**src/rtl/led_drv_pkg.sv**
```systemverilog
// Shared types and elaboration-time helpers for the LED event driver.
package led_drv_pkg;

  // Per-channel sequencer states.
  typedef enum logic [1:0] {
    IDLE = 2'd0,
    ON   = 2'd1,
    OFF  = 2'd2
  } ch_state_t;

  // Width of a blink count and of the remaining-blinks counter.
  localparam int BLINK_W = 3;

  // Tick timers are never narrower than this.
  localparam int MIN_TIMER_W = 8;

  // Clock cycles per timing tick.
  function automatic int calc_div(input int clk_hz, input int tick_hz);
    return clk_hz / tick_hz;
  endfunction

  // Timer width able to hold the longest phase length, at least MIN_TIMER_W.
  function automatic int calc_timer_w(input int hold_ticks, input int blink_ticks);
    int longest;
    int need;
    longest = (hold_ticks > blink_ticks) ? hold_ticks : blink_ticks;
    need    = $clog2(longest + 1);
    return (need > MIN_TIMER_W) ? need : MIN_TIMER_W;
  endfunction

endpackage

```
**src/rtl/led_stretch_channel.sv**
```systemverilog
// One LED channel: turns an event pulse into a stretched pulse or a counted
// blink burst, queues one further event, and flags events it had to drop.
module led_stretch_channel
  import led_drv_pkg::*;
#(
  parameter int HOLD_TICKS  = 50,
  parameter int BLINK_TICKS = 100,
  parameter int TIMER_W     = calc_timer_w(HOLD_TICKS, BLINK_TICKS)
) (
  input  logic               clk,
  input  logic               rst_n,
  input  logic               tick,
  input  logic               event_i,
  input  logic [BLINK_W-1:0] blinks_i,
  input  logic               level_i,
  input  logic               clr_i,
  output logic               led_o,
  output logic               busy_o,
  output logic               overrun_o
);

  ch_state_t            state, state_n;
  logic [TIMER_W-1:0]   timer, timer_n;
  logic [BLINK_W-1:0]   rem, rem_n;
  logic                 pend_v, pend_v_n;
  logic [BLINK_W-1:0]   pend_cnt, pend_cnt_n;
  logic                 led_q, led_n;
  logic                 ovr_q;
  logic                 ovr_set;
  logic                 seq_end;
  logic                 do_start;
  logic [BLINK_W-1:0]   start_cnt;

  // Next-state, timer, pending-buffer and LED decode for this channel.
  always_comb begin
    // NOTE: every signal gets a default before any branch so no path can
    // leave it unassigned and infer a latch.
    state_n    = state;
    timer_n    = timer;
    rem_n      = rem;
    pend_v_n   = pend_v;
    pend_cnt_n = pend_cnt;
    ovr_set    = 1'b0;
    seq_end    = 1'b0;
    do_start   = 1'b0;
    start_cnt  = blinks_i;
    led_n      = 1'b0;

    case (state)
      IDLE: begin
        if (event_i) do_start = 1'b1;
      end
      ON: begin
        if (tick) begin
          if (timer == TIMER_W'(1)) begin
            if (rem == '0) begin
              seq_end = 1'b1;
            end else begin
              state_n = OFF;
              timer_n = TIMER_W'(BLINK_TICKS);
            end
          end else begin
            timer_n = timer - TIMER_W'(1);
          end
        end
      end
      OFF: begin
        if (tick) begin
          if (timer == TIMER_W'(1)) begin
            rem_n = rem - BLINK_W'(1);
            if (rem != BLINK_W'(1)) begin
              state_n = ON;
              timer_n = TIMER_W'(BLINK_TICKS);
            end else begin
              seq_end = 1'b1;
            end
          end else begin
            timer_n = timer - TIMER_W'(1);
          end
        end
      end
      default: state_n = IDLE;
    endcase

    // A finishing sequence hands over to the pending entry, or to an event
    // arriving in the same cycle, without passing through IDLE.
    if (seq_end) begin
      if (pend_v) begin
        do_start  = 1'b1;
        start_cnt = pend_cnt;
        pend_v_n  = event_i;
        if (event_i) pend_cnt_n = blinks_i;
      end else if (event_i) begin
        do_start = 1'b1;
      end else begin
        state_n = IDLE;
      end
    end else if ((state != IDLE) && event_i) begin
      if (!pend_v) begin
        pend_v_n   = 1'b1;
        pend_cnt_n = blinks_i;
      end else begin
        ovr_set = 1'b1;
      end
    end

    if (do_start) begin
      state_n = ON;
      rem_n   = start_cnt;
      timer_n = (start_cnt == '0) ? TIMER_W'(HOLD_TICKS) : TIMER_W'(BLINK_TICKS);
    end

    // LED follows the state being entered, so an event lights it one edge later.
    if (state_n == ON)        led_n = 1'b1;
    else if (state_n == OFF)  led_n = 1'b0;
    else                      led_n = level_i;
  end

  // State, timers, pending entry, LED and sticky overrun registers.
  always_ff @(posedge clk or negedge rst_n) begin
    if (!rst_n) begin
      // Reset drops any running or pending sequence so nothing resumes.
      state    <= IDLE;
      timer    <= '0;
      rem      <= '0;
      pend_v   <= 1'b0;
      pend_cnt <= '0;
      led_q    <= 1'b0;
      ovr_q    <= 1'b0;
    end else begin
      // NOTE: sequential state uses non-blocking assignments so every register
      // samples the pre-edge values regardless of statement order.
      state    <= state_n;
      timer    <= timer_n;
      rem      <= rem_n;
      pend_v   <= pend_v_n;
      pend_cnt <= pend_cnt_n;
      led_q    <= led_n;
      if (ovr_set)     ovr_q <= 1'b1;
      else if (clr_i)  ovr_q <= 1'b0;
    end
  end

  assign led_o     = led_q;
  assign busy_o    = (state != IDLE);
  assign overrun_o = ovr_q;

endmodule

```
**src/rtl/led_event_driver.sv**
```systemverilog
// LED event driver: shared tick prescaler feeding NUM_CH independent
// pulse-stretch / blink channels.
module led_event_driver
  import led_drv_pkg::*;
#(
  parameter int CLK_HZ      = 100_000_000,
  parameter int TICK_HZ     = 1000,
  parameter int NUM_CH      = 4,
  parameter int HOLD_TICKS  = 50,
  parameter int BLINK_TICKS = 100
) (
  input  logic                      clk,
  input  logic                      rst_n,
  input  logic [NUM_CH-1:0]         event_i,
  input  logic [BLINK_W*NUM_CH-1:0] blinks_i,
  input  logic [NUM_CH-1:0]         level_i,
  input  logic                      clr_i,
  output logic [NUM_CH-1:0]         led_o,
  output logic [NUM_CH-1:0]         busy_o,
  output logic [NUM_CH-1:0]         overrun_o
);

  localparam int DIV     = calc_div(CLK_HZ, TICK_HZ);
  localparam int CNT_W   = (DIV > 2) ? $clog2(DIV) : 1;
  localparam int TIMER_W = calc_timer_w(HOLD_TICKS, BLINK_TICKS);

  logic [CNT_W-1:0] presc_cnt;
  logic             tick;

  // Tick is high in the last cycle of each DIV-cycle period.
  assign tick = (presc_cnt == CNT_W'(DIV - 1));

  // Free-running prescaler 0..DIV-1.
  always_ff @(posedge clk or negedge rst_n) begin
    if (!rst_n)     presc_cnt <= '0;
    else if (tick)  presc_cnt <= '0;
    else            presc_cnt <= presc_cnt + CNT_W'(1);
  end

  for (genvar g = 0; g < NUM_CH; g++) begin : g_ch
    led_stretch_channel #(
      .HOLD_TICKS  (HOLD_TICKS),
      .BLINK_TICKS (BLINK_TICKS),
      .TIMER_W     (TIMER_W)
    ) u_ch (
      .clk       (clk),
      .rst_n     (rst_n),
      .tick      (tick),
      .event_i   (event_i[g]),
      .blinks_i  (blinks_i[g*BLINK_W +: BLINK_W]),
      .level_i   (level_i[g]),
      .clr_i     (clr_i),
      .led_o     (led_o[g]),
      .busy_o    (busy_o[g]),
      .overrun_o (overrun_o[g])
    );
  end

endmodule

```
**config.mk**
```make
export PLATFORM = sky130hd
export DESIGN_NAME = led_event_driver
export DESIGN_NICKNAME = d
export VERILOG_FILES = /design/src/rtl/led_drv_pkg.sv /design/src/rtl/led_stretch_channel.sv /design/src/rtl/led_event_driver.sv
export SDC_FILE = /design/constraint.sdc
export NUM_CORES = 1
export LEC_CHECK = 0
export BUFFER_PORTS_ARGS = -buffer_cell sky130_fd_sc_hd__buf_4
export CAP_MARGIN = 30
export CORE_MARGIN = 2
export CORE_UTILIZATION = 45
export CTS_BUF_LIST = sky130_fd_sc_hd__clkbuf_16
export DETAILED_ROUTE_END_ITERATION = 6
export SLEW_MARGIN = 20
export SYNTH_ARGS = -nofsm -noshare
export SYNTH_HDL_FRONTEND = slang
export SYNTH_SLANG_ARGS = --single-unit
```
**constraint.sdc**
```tcl
create_clock -name clk -period 5.3 [get_ports clk]
set_input_delay 0.53 -clock clk [delete_from_list [all_inputs] [get_ports clk]]
set_output_delay 0.53 -clock clk [all_outputs]
set_load 0.005 [all_outputs]
```
==> Word level (Yosys, flattened, before mapping) <==
Cells that the tools add are included.
{ "totals": {"register_bits": 93, "out_inout_bits": 12} }
{ "op_classes": {"eq_ne": 49, "addsub": 9, "muxes": 206, "n_reduce_logical": 56} }
{ "op_table": {"columns": ["operator", "n"], "rows": [
  ["8-bit two-way mux", 28],
  ["3-bit two-way mux", 40],
  ["1-bit two-way mux", 81],
  ["2-bit two-way mux", 40],
  ["8-bit case mux with 2 select lines", 4],
  ["2-bit nonzero test", 24],
  ["8-bit by 1-bit equality test with 1-bit output, second input constant", 4],
  ["4-bit by 3-bit inequality test with 1-bit output, second input constant", 8],
  ["8-bit by 1-bit subtractor with 8-bit output, second input constant", 4],
  ["7-bit two-way mux", 4],
  ["3-bit zero test", 8],
  ["2-bit case mux with 3 select lines", 4],
  ["3-bit AND reduction", 8],
  ["5-bit AND reduction", 4],
  ["3-bit by 1-bit inequality test with 1-bit output, second input constant", 6],
  ["3-bit by 2-bit inequality test with 1-bit output, second input constant", 6],
  ["17-bit by 1-bit adder with 17-bit output, second input constant", 1],
  ["17-bit equality test, second input constant", 1],
  ["17-bit two-way mux", 1],
  ["2-bit by 1-bit equality test with 1-bit output, second input constant", 8],
  ["2-bit equality test, second input constant", 8],
  ["3-bit nonzero test", 4],
  ["3-bit by 1-bit subtractor with 3-bit output, second input constant", 4],
  ["2-bit zero test", 4],
  ["other kinds (4)", 16]
]} }

==> Depth between registers and ports, before layout <==
Gate-level depths: netlist (run 1).
{ "depth": {"ltp_word": 12, "depth_mapped": 10, "depth_no_buf": 8} }

==> Cells and area by module <==
From an unflattened synthesis (run 1), not the netlist that was laid out.
{ "unflattened": {"hier_cells": 665, "area_unflattened_um2": 6317.3} }
{ "modules_own_cells": {"columns": ["module", "cells_per_inst", "seq_area_each_um2", "n_inst", "area_per_inst_um2"], "rows": [
  ["led_stretch_channel at g_ch[0].u_ch ...", 152, 475.5, 2, 1420.1],
  ["led_stretch_channel at g_ch[3].u_ch", 145, 475.5, 1, 1348.8],
  ["led_stretch_channel at g_ch[2].u_ch", 142, 475.5, 1, 1335.0],
  ["led_event_driver", 74, 425.4, 1, 793.3]
]} }

==> Worst setup path before layout (run 1) <==
No wires, ideal clock.
{ "synth_path": {"path_type": "reg-to-reg", "start": "reg presc_cnt[13]", "end": "reg g_ch[2].u_ch.timer[7]", "stages_incl_launch_ff": 9, "synth_period_minus_slack_ps": 2867, "n_path_buf": 2, "setup_time_ps": 123, "path_slack_ps": 2433, "arrival_time_ps": 2744, "path_cell_list": "dfrtp_1 -> or4b_4 -> or4_4 -> buf_6 -> or3_1 -> and3_1 -> buf_2 -> o21a_1 -> o221a_2"} }
{ "synth_via": {"elab_chain_cells": 6} }
{ "synth_rtl": {"columns": ["element", "line", "rtl"], "rows": [
  ["start, declared", "led_event_driver.sv:27", "logic [CNT_W-1:0] presc_cnt;"],
  ["start signal, assigned", "led_event_driver.sv:37", "else presc_cnt <= presc_cnt + CNT_W'(1);"],
  ["17-bit equality test (*)", "led_event_driver.sv:31", "assign tick = (presc_cnt == CNT_W'(DIV - 1));"],
  ["1-bit two-way mux (on tied branches)", "led_stretch_channel.sv:68, led_stretch_channel.sv:54", null],
  ["1-bit case mux with 2 select lines", "led_stretch_channel.sv:49", "case (state)"],
  ["1-bit two-way mux", "led_stretch_channel.sv:87", "if (seq_end) begin"],
  ["4-bit by 3-bit inequality test with 1-bit output (no line) (tied with other cells)", null, null],
  ["5-bit AND reduction (no line)", null, null],
  ["end signal, assigned", "led_stretch_channel.sv:134", "timer <= timer_n;"],
  ["end, declared", "led_stretch_channel.sv:23", "logic [TIMER_W-1:0] timer, timer_n;"]
]} }
Mark *: on every way between the ends. The rest lies on a longest branch, timed or not.
A chain may end at the register's enable or synchronous reset.

==> Worst setup path in the final report (run 1) <==
{ "layout_path": {"start": "reg presc_cnt[12]", "end": "reg g_ch[2].u_ch.timer[7]"} }
Same word-level chain as after synthesis.

==> Flow_metrics.wiki, run 1 <==
{| class="wikitable"
! Metric !! Value
|-
| Number of top-level design ports || 35
|-
| Number of standard cells in the layout, taps in and fillers out || between 800 and 900
|-
| Count of endpoints failing hold in the final timing report || 0
|-
| Signed area change from the synthesized netlist to the final layout || 10.8%
|-
| Post-DR vias/cell || 5.74
|-
| Initial antenna violation count || 0
|-
| Post-route clock period utilization || 0.577
|-
| First-pass GRT wire length || between 20000 and 25000 microns
|-
| Max Fanout on Critical Path || 33
|-
| Syn Std Cell Area || ~6100 sq um
|-
| Pins over their slew limit || 0
|-
| Time the worst path needs with I/O delays and setup || ~3.1 ns
|-
| TNS Setup || 0 ns
|-
| Upper clock frequency limit || 0.327 GHz
|-
| Most common cell after layout, fill and taps aside || sky130_fd_sc_hd__dfrtp_1
|-
| Avg Inst Size Synth || around 9.1 sq um
|-
| Nets || ~750
|-
| Drt wl/cell || ~16 microns
|-
| Detailed-route wire length || 13600 microns
|-
| Arr. time, crit path || 3.29 ns
|-
| Overall overflow remaining after global route || 0
|-
| Core ar. || between 10000 and 15000 sq um
|-
| Run status || finished clean
|-
| Ratio of cells with drive above 1 in the final layout || 0.137
|-
| Detailed placement HPWL || approximately 10000 microns
|-
| Diodes inserted || 0
|-
| Actual slew at the worst max-slew pin || between 0.8 and 0.9 ns
|-
| Static leakage || between 0.003 and 0.004 uW
|-
| CTS H-tree lvls || 3
|-
| Class of the tightest hold or removal check || input pin to asynchronous set/reset pin
|-
| Data required, critical path || between 5 and 6 ns
|-
| Last weighted congestion value of the routability-driven placer || approximately 0.86
|-
| Smallest setup slack after layout || 2.24 ns
|-
| Cells resized by post-CTS repair || 0
|-
| Setup crit start || presc_cnt[12]$_DFF_PN0_
|-
| Setup-failing EPs final || 0
|-
| Starting DRC count in detailed routing || 330
|-
| Maximum number of pins on one net before global-route repair || 50
|-
| TritonCTS Sinks || 93
|-
| Post-CTS Setup Inserts || 0
|-
| Number of library cell types mapped by synthesis || 68
|-
| GRT Overall Usage || 0.198
|-
| Std-Cell Rows || 42
|-
| Count of input and output buffers || 34
|-
| Crit path launch type || register
|-
| Die W || 120 microns
|-
| Setup repair after global routing missed its margin || no
|-
| Number of flops mapped to enable cells by yosys || 0
|-
| Vertical extent of the die || 120 microns
|-
| Clock-pin slew reported for the worst setup and hold paths after clock tree synthesis || 0.07 ns
|-
| Maximum count of clock buffers along a single path || 2
|-
| VDD IR-drop max || between 0.15 and 0.2 mV
|-
| Seq. cell area || between 2000 and 2500 sq um
|-
| MaxCap Viol Count || 0
|-
| Setup slack at placement || around 1.9 ns
|-
| Syn Inst Count || roughly 670
|-
| Die outline area || roughly 14000 sq um
|-
| Worst Setup End Kind || register
|-
| Number of filler instances in the final layout || roughly 1300
|-
| DRC violation count after routing || 0
|-
| Normalized max-slew margin || 0.445
|-
| Placed cell count || ~850
|-
| Number of iterations in the first detailed-routing pass || 4
|-
| Antenna violation net count after detailed routing || 0
|-
| Post-synthesis sequential element count || 93
|-
| Critical R2R Launch || presc_cnt[12]$_DFF_PN0_
|-
| Sequential-to-total area share from yosys stat || 0.383
|-
| Critical path class || register to register
|-
| Number of buffers inserted by hold repair at cts || 0
|-
| Starting density of the core || 0.459
|-
| Most frequent cells in the layout || 93 x sky130_fd_sc_hd__dfrtp_1, 51 x sky130_fd_sc_hd__nor2_1, 51 x sky130_fd_sc_hd__o21ai_0
|-
| Overall via count from detail_route || 4991
|-
| Via count of the first global-routing pass || just under 5000
|-
| Skew-Pair Late Insertion Delay || ~0.35 ns
|-
| Clock tree skew after final layout || 0.00734 ns
|-
| Final hold slack || 0.171 ns
|-
| Number of buffers created by CTS || 9
|-
| Nets in the synthesized netlist || roughly 730
|-
| Share of flip-flops with an asynchronous set or reset after synthesis || 1.00
|-
| Warnings, synthesis || 0
|-
| Most used DFF post-synth || sky130_fd_sc_hd__dfrtp_1
|-
| CTS tree || yes
|-
| Area of the multi-input gates || approximately 3400 sq um
|-
| Clock root buffer || sky130_fd_sc_hd__clkbuf_16
|-
| Power per standard cell area || ~380 nW/um^2
|-
| Sum of internal, switching and leakage power || around 2600 uW
|}
## area by class of cell
type,count,area share
Clock inverter,7,0.0124
Clock buffer,9,0.0334
Sequential cell,93,0.345
Inverter,45,0.0251
Tap cell,176,0.0327
Multi-Input combinational cell,500,0.508
Timing Repair Buffer,39,0.0427
## cell usage after synthesis, drive strengths merged, types with 15 or more instances
cell type,number,area share
ha,37,0.076
o21ai,53,0.044
nand3,33,0.027
xnor2,15,0.022
a21oi,37,0.030
nor2,51,0.031
mux2i,16,0.026
nor3,15,0.012
dfrtp,93,0.38
inv,45,0.028
buf,18,0.021
nand2,43,0.027
mux2,17,0.031
## per-stage QoR
stage / area (sq um) / util
final: 6740 / 0.509
after global routing: 6740 / 0.509
after CTS: 6730 / 0.508
after detailed placement: 6420 / 0.485
after global placement: 6420 / 0.485
after floorplan: 6080 / -
## kinds of logic (layout without fill, tap and decap cells)
group / after synthesis / count (layout) / share of synthesized area
compound gates: 172 / 172 / 0.189
xor+xnor: 23 / 23 / 0.0331
fa+ha+maj: 37 / 37 / 0.0761
buf+inv: 74 / 100 / 0.0553
flops: 93 / 93 / 0.383
mux: 33 / 33 / 0.0578
simple gates: 235 / 235 / 0.206
## layer usage
| metal | wire length [microns] | track usage |
|---|---|---|
| met1 | 6430 | 0.263 |
| met2 | 6540 | 0.324 |
| met3 | 454 | 0.0316 |
| met4 | 214 | 0.0778 |
| met5 | 0 | 0 |
## registers in the layout (all words and copies together) (netlist names)
register             cells
g_ch.u_ch.pend_cnt      12
g_ch.u_ch.rem           12
g_ch.u_ch.pend_v         4
g_ch.u_ch.state          8
g_ch.u_ch.overrun_o      4
g_ch.u_ch.timer         32
presc_cnt               17
g_ch.u_ch.led_o          4
## critical path: stages, from the launching register on
cell and delay, ns:
sky130_fd_sc_hd__dfrtp_1 0.43, sky130_fd_sc_hd__or4b_4 0.57, sky130_fd_sc_hd__nor4_4 0.35, sky130_fd_sc_hd__buf_4 0.40, sky130_fd_sc_hd__o221ai_1 0.33, sky130_fd_sc_hd__and3_1 0.39, sky130_fd_sc_hd__o21a_1 0.22, sky130_fd_sc_hd__o221a_2 0.23
## path summary, 6_finish.rpt
| kind | slack, ns | depth (start not counted) | endpoint |
|---|---|---|---|
| worst max-delay path | 2.24 | 7 | g_ch[2].u_ch.timer[7]$_DFFE_PN0P_ |
| worst min-delay path | 0.17 | 1 | g_ch[1].u_ch.timer[6]$_DFFE_PN0P_ |
| worst max register to register | 2.24 | 7 | g_ch[2].u_ch.timer[7]$_DFFE_PN0P_ |
| worst min register to register | 0.49 | 1 | presc_cnt[0]$_DFF_PN0_ |
| max in group asynchronous | 4.10 | 2 | g_ch[3].u_ch.timer[0]$_DFFE_PN0P_ |
| min in group clk | 0.43 | 2 | g_ch[3].u_ch.pend_cnt[2]$_DFFE_PN0P_ |
## where the power goes
part | switching, uW | leakage (uW) | total, uW | internal (uW)
combinational | 509 | 0.00174 | 898 | 388
sequential | 135 | 0.00113 | 981 | 846
clock | 277 | 0.000159 | 684 | 408
total | 921 | 0.00303 | 2560 | 1640
No activity file was read; power rests on OpenSTA's default activity.
==> run 2: changes to the inputs <==
Clock period 5.3 ns to 2.7 ns, I/O delays scaled along.
==> run 2 against run 1 <==
Effect of this change: non-clock buffer count up 62; die area unchanged; sequential power up 94%; clock power up 96%; register-to-register slack worse by 2.2 ns; highest routed layer unchanged.
==> Flow_metrics.wiki, run 2 (synthesis results as in run 1) <==
{| class="wikitable"
! Metric !! Value
|-
| Post-route clock period utilization || 0.985 (+0.408)
|-
| Antenna violation net count after detailed routing || 0 (unchanged)
|-
| Die W || 120 microns (unchanged)
|-
| Static leakage || 0.00337 uW (+11%)
|-
| Upper clock frequency limit || 0.376 GHz (+15%)
|-
| Actual slew at the worst max-slew pin || 0.516 ns (-0.314 ns)
|-
| MaxCap Viol Count || 0 (unchanged)
|-
| Register with the most flip-flops || g_ch.u_ch.timer
|-
| CTS tree || yes
|-
| Clock root buffer || sky130_fd_sc_hd__clkbuf_16
|-
| Pins over their slew limit || 0 (unchanged)
|-
| Class of the tightest hold or removal check || input pin to register
|-
| Number of top-level design ports || 35 (unchanged)
|-
| Placement Cell Area || 6840 sq um (+6.5%)
|-
| Number of buffers created by CTS || 9 (unchanged)
|-
| Routed met3 length || 407 microns (-10%)
|-
| TNS Setup || 0 ns (unchanged)
|-
| Arr. time, crit path || 2.90 ns (-0.39 ns)
|-
| DRC violation count after routing || 0 (unchanged)
|-
| Largest registers || g_ch.u_ch.timer (32), presc_cnt (17)
|-
| Initial antenna violation count || 0 (unchanged)
|-
| Std-Cell Rows || 42 (unchanged)
|-
| GRT Overall Usage || 0.210 (+0.0117)
|-
| Detailed placement HPWL || 10700 microns (+8.4%)
|-
| First-pass GRT wire length || 24600 microns (+6.4%)
|-
| Setup-failing EPs final || 0 (unchanged)
|-
| Worst Setup End Kind || register
|-
| Normalized max-slew margin || 0.653 (+0.207)
|-
| Post-DR vias/cell || 5.75 (about the same)
|-
| Crit path launch type || register
|-
| Drt wl/cell || 15.7 microns (+0.31%)
|-
| Count of input and output buffers || 34 (unchanged)
|-
| TritonCTS Sinks || 93 (unchanged)
|-
| Starting density of the core || 0.459 (unchanged)
|-
| Number of standard cells in the layout, taps in and fillers out || 931 (+7.1%)
|-
| Vertical extent of the die || 120 microns (unchanged)
|-
| Data required, critical path || 2.94 ns (-2.60 ns)
|-
| Overall overflow remaining after global route || 0 (unchanged)
|-
| Maximum count of clock buffers along a single path || 2 (unchanged)
|-
| Highest metal layer with signal wires || met4
|-
| Ratio of cells with drive above 1 in the final layout || 0.229 (+0.0921)
|-
| Starting DRC count in detailed routing || 329 (-0.30%)
|-
| Placed cell count || 903 (+6.1%)
|-
| Overall via count from detail_route || 5350 (+7.2%)
|-
| CTS H-tree lvls || 3 (unchanged)
|-
| Number of iterations in the first detailed-routing pass || 5 (+1)
|-
| Clock-pin slew reported for the worst setup and hold paths after clock tree synthesis || 0.07 ns (about the same)
|-
| Clock tree skew after final layout || 0.0101 ns (+0.00281 ns)
|-
| Count of endpoints failing hold in the final timing report || 0 (unchanged)
|-
| Max Fanout on Critical Path || 9 (-73%)
|-
| Last weighted congestion value of the routability-driven placer || 0.866 (+0.35%)
|-
| Power per standard cell area || 719 nW/um^2 (+89%)
|-
| Core ar. || 13200 sq um (unchanged)
|-
| Finished layout cell area || 7360 sq um (+9.2%)
|-
| Setup repair after global routing missed its margin || yes
|-
| Maximum number of pins on one net before global-route repair || 69 (+38%)
|-
| WL met2 || 6920 microns (+5.7%)
|-
| Detailed-route wire length || 14700 microns (+7.5%)
|-
| Flip-flop count of the largest register after layout || 32 (unchanged)
|-
| Length of routed wiring on met1 || 7080 microns (+10%)
|-
| Via count of the first global-routing pass || 5238 (+7.2%)
|-
| Critical path class || register to register
|-
| Most common cell after layout, fill and taps aside || sky130_fd_sc_hd__buf_4
|-
| Nets || 810 (+8.3%)
|-
| Time the worst path needs with I/O delays and setup || 2.66 ns (-0.398 ns)
|-
| Signed area change from the synthesized netlist to the final layout || 21.0%
|-
| Most frequent cells in the layout || 96 x sky130_fd_sc_hd__buf_4, 93 x sky130_fd_sc_hd__dfrtp_1, 50 x sky130_fd_sc_hd__nor2_1
|-
| Diodes inserted || 0 (unchanged)
|-
| Die outline area || 14500 sq um (unchanged)
|-
| VDD IR-drop max || 0.326 mV (+71%)
|-
| Skew-Pair Late Insertion Delay || 0.35 ns (about the same)
|-
| Run status || finished clean
|}
run 2: worst max-delay path, cell delays in order, from the launching register on:
cell	delay, ns
sky130_fd_sc_hd__dfrtp_1	0.37
sky130_fd_sc_hd__or4b_4	0.53
sky130_fd_sc_hd__or4_4	0.62
sky130_fd_sc_hd__or3_4	0.39
sky130_fd_sc_hd__and3_4	0.20
sky130_fd_sc_hd__o21a_1	0.19
sky130_fd_sc_hd__o221a_2	0.23
run 2: layout make-up:
| cell class | instances | area [sq um] |
|---|---|---|
| inverter | 45 | 169 |
| sequential | 93 | 2330 |
| clock buffer | 9 | 225 |
| multi-input combinational | 500 | 3520 |
| clock inverter | 7 | 81.3 |
| tap | 176 | 220 |
| fill | 1222 | 5880 |
| timing repair buffer | 101 | 815 |
run 2: per-stage QoR:
stage	setup slack (ns)	total power, uW	hold slack, ns	util
global placement	0.0224	3830	0.458	0.516
floorplan	-0.0519	3280	-0.0256	-
global route	-0.0373	5680	0.167	0.556
detailed placement	0.00135	3900	0.466	0.516
finish	0.0406	5290	0.172	0.556
CTS	-0.00826	5270	0.0921	0.540
run 2: worst paths after layout:
kind	slack [ns]	end	start	cells after the start
setup / recovery	0.04	g_ch[2].u_ch.timer[7]$_DFFE_PN0P_	presc_cnt[11]$_DFF_PN0_	6
hold / removal	0.17	g_ch[0].u_ch.pend_cnt[1]$_DFFE_PN0P_	blinks_i[1]	2
setup reg to reg	0.04	g_ch[2].u_ch.timer[7]$_DFFE_PN0P_	presc_cnt[11]$_DFF_PN0_	6
hold reg to reg	0.49	presc_cnt[0]$_DFF_PN0_	presc_cnt[0]$_DFF_PN0_	1
max in group asynchronous	1.55	g_ch[0].u_ch.timer[3]$_DFFE_PN0P_	rst_n	4
min in group asynchronous	0.35	g_ch[1].u_ch.timer[3]$_DFFE_PN0P_	rst_n	2
run 2: metal layers:
| layer | global-route usage | vias up |
|---|---|---|
| met2 | 0.340 | 98 |
| li1 | - | 2600 |
| met1 | 0.288 | 2631 |
| met5 | 0 | - |
| met3 | 0.0278 | 21 |
| met4 | 0.0756 | 0 |
run 2: timing repair:
action	in CTS	in global routing
gates resized for setup	2	21
endpoints found under the setup margin	4	24
gates cloned	0	1
hold buffers	0	1
endpoints found under the hold margin	0	20
setup buffers	0	9
pin swaps	0	3
run 2: power breakdown:
part	internal, uW	switching, uW
Sequential	1660	243
Clock	799	544
Combinational	937	1110
Total	3400	1890
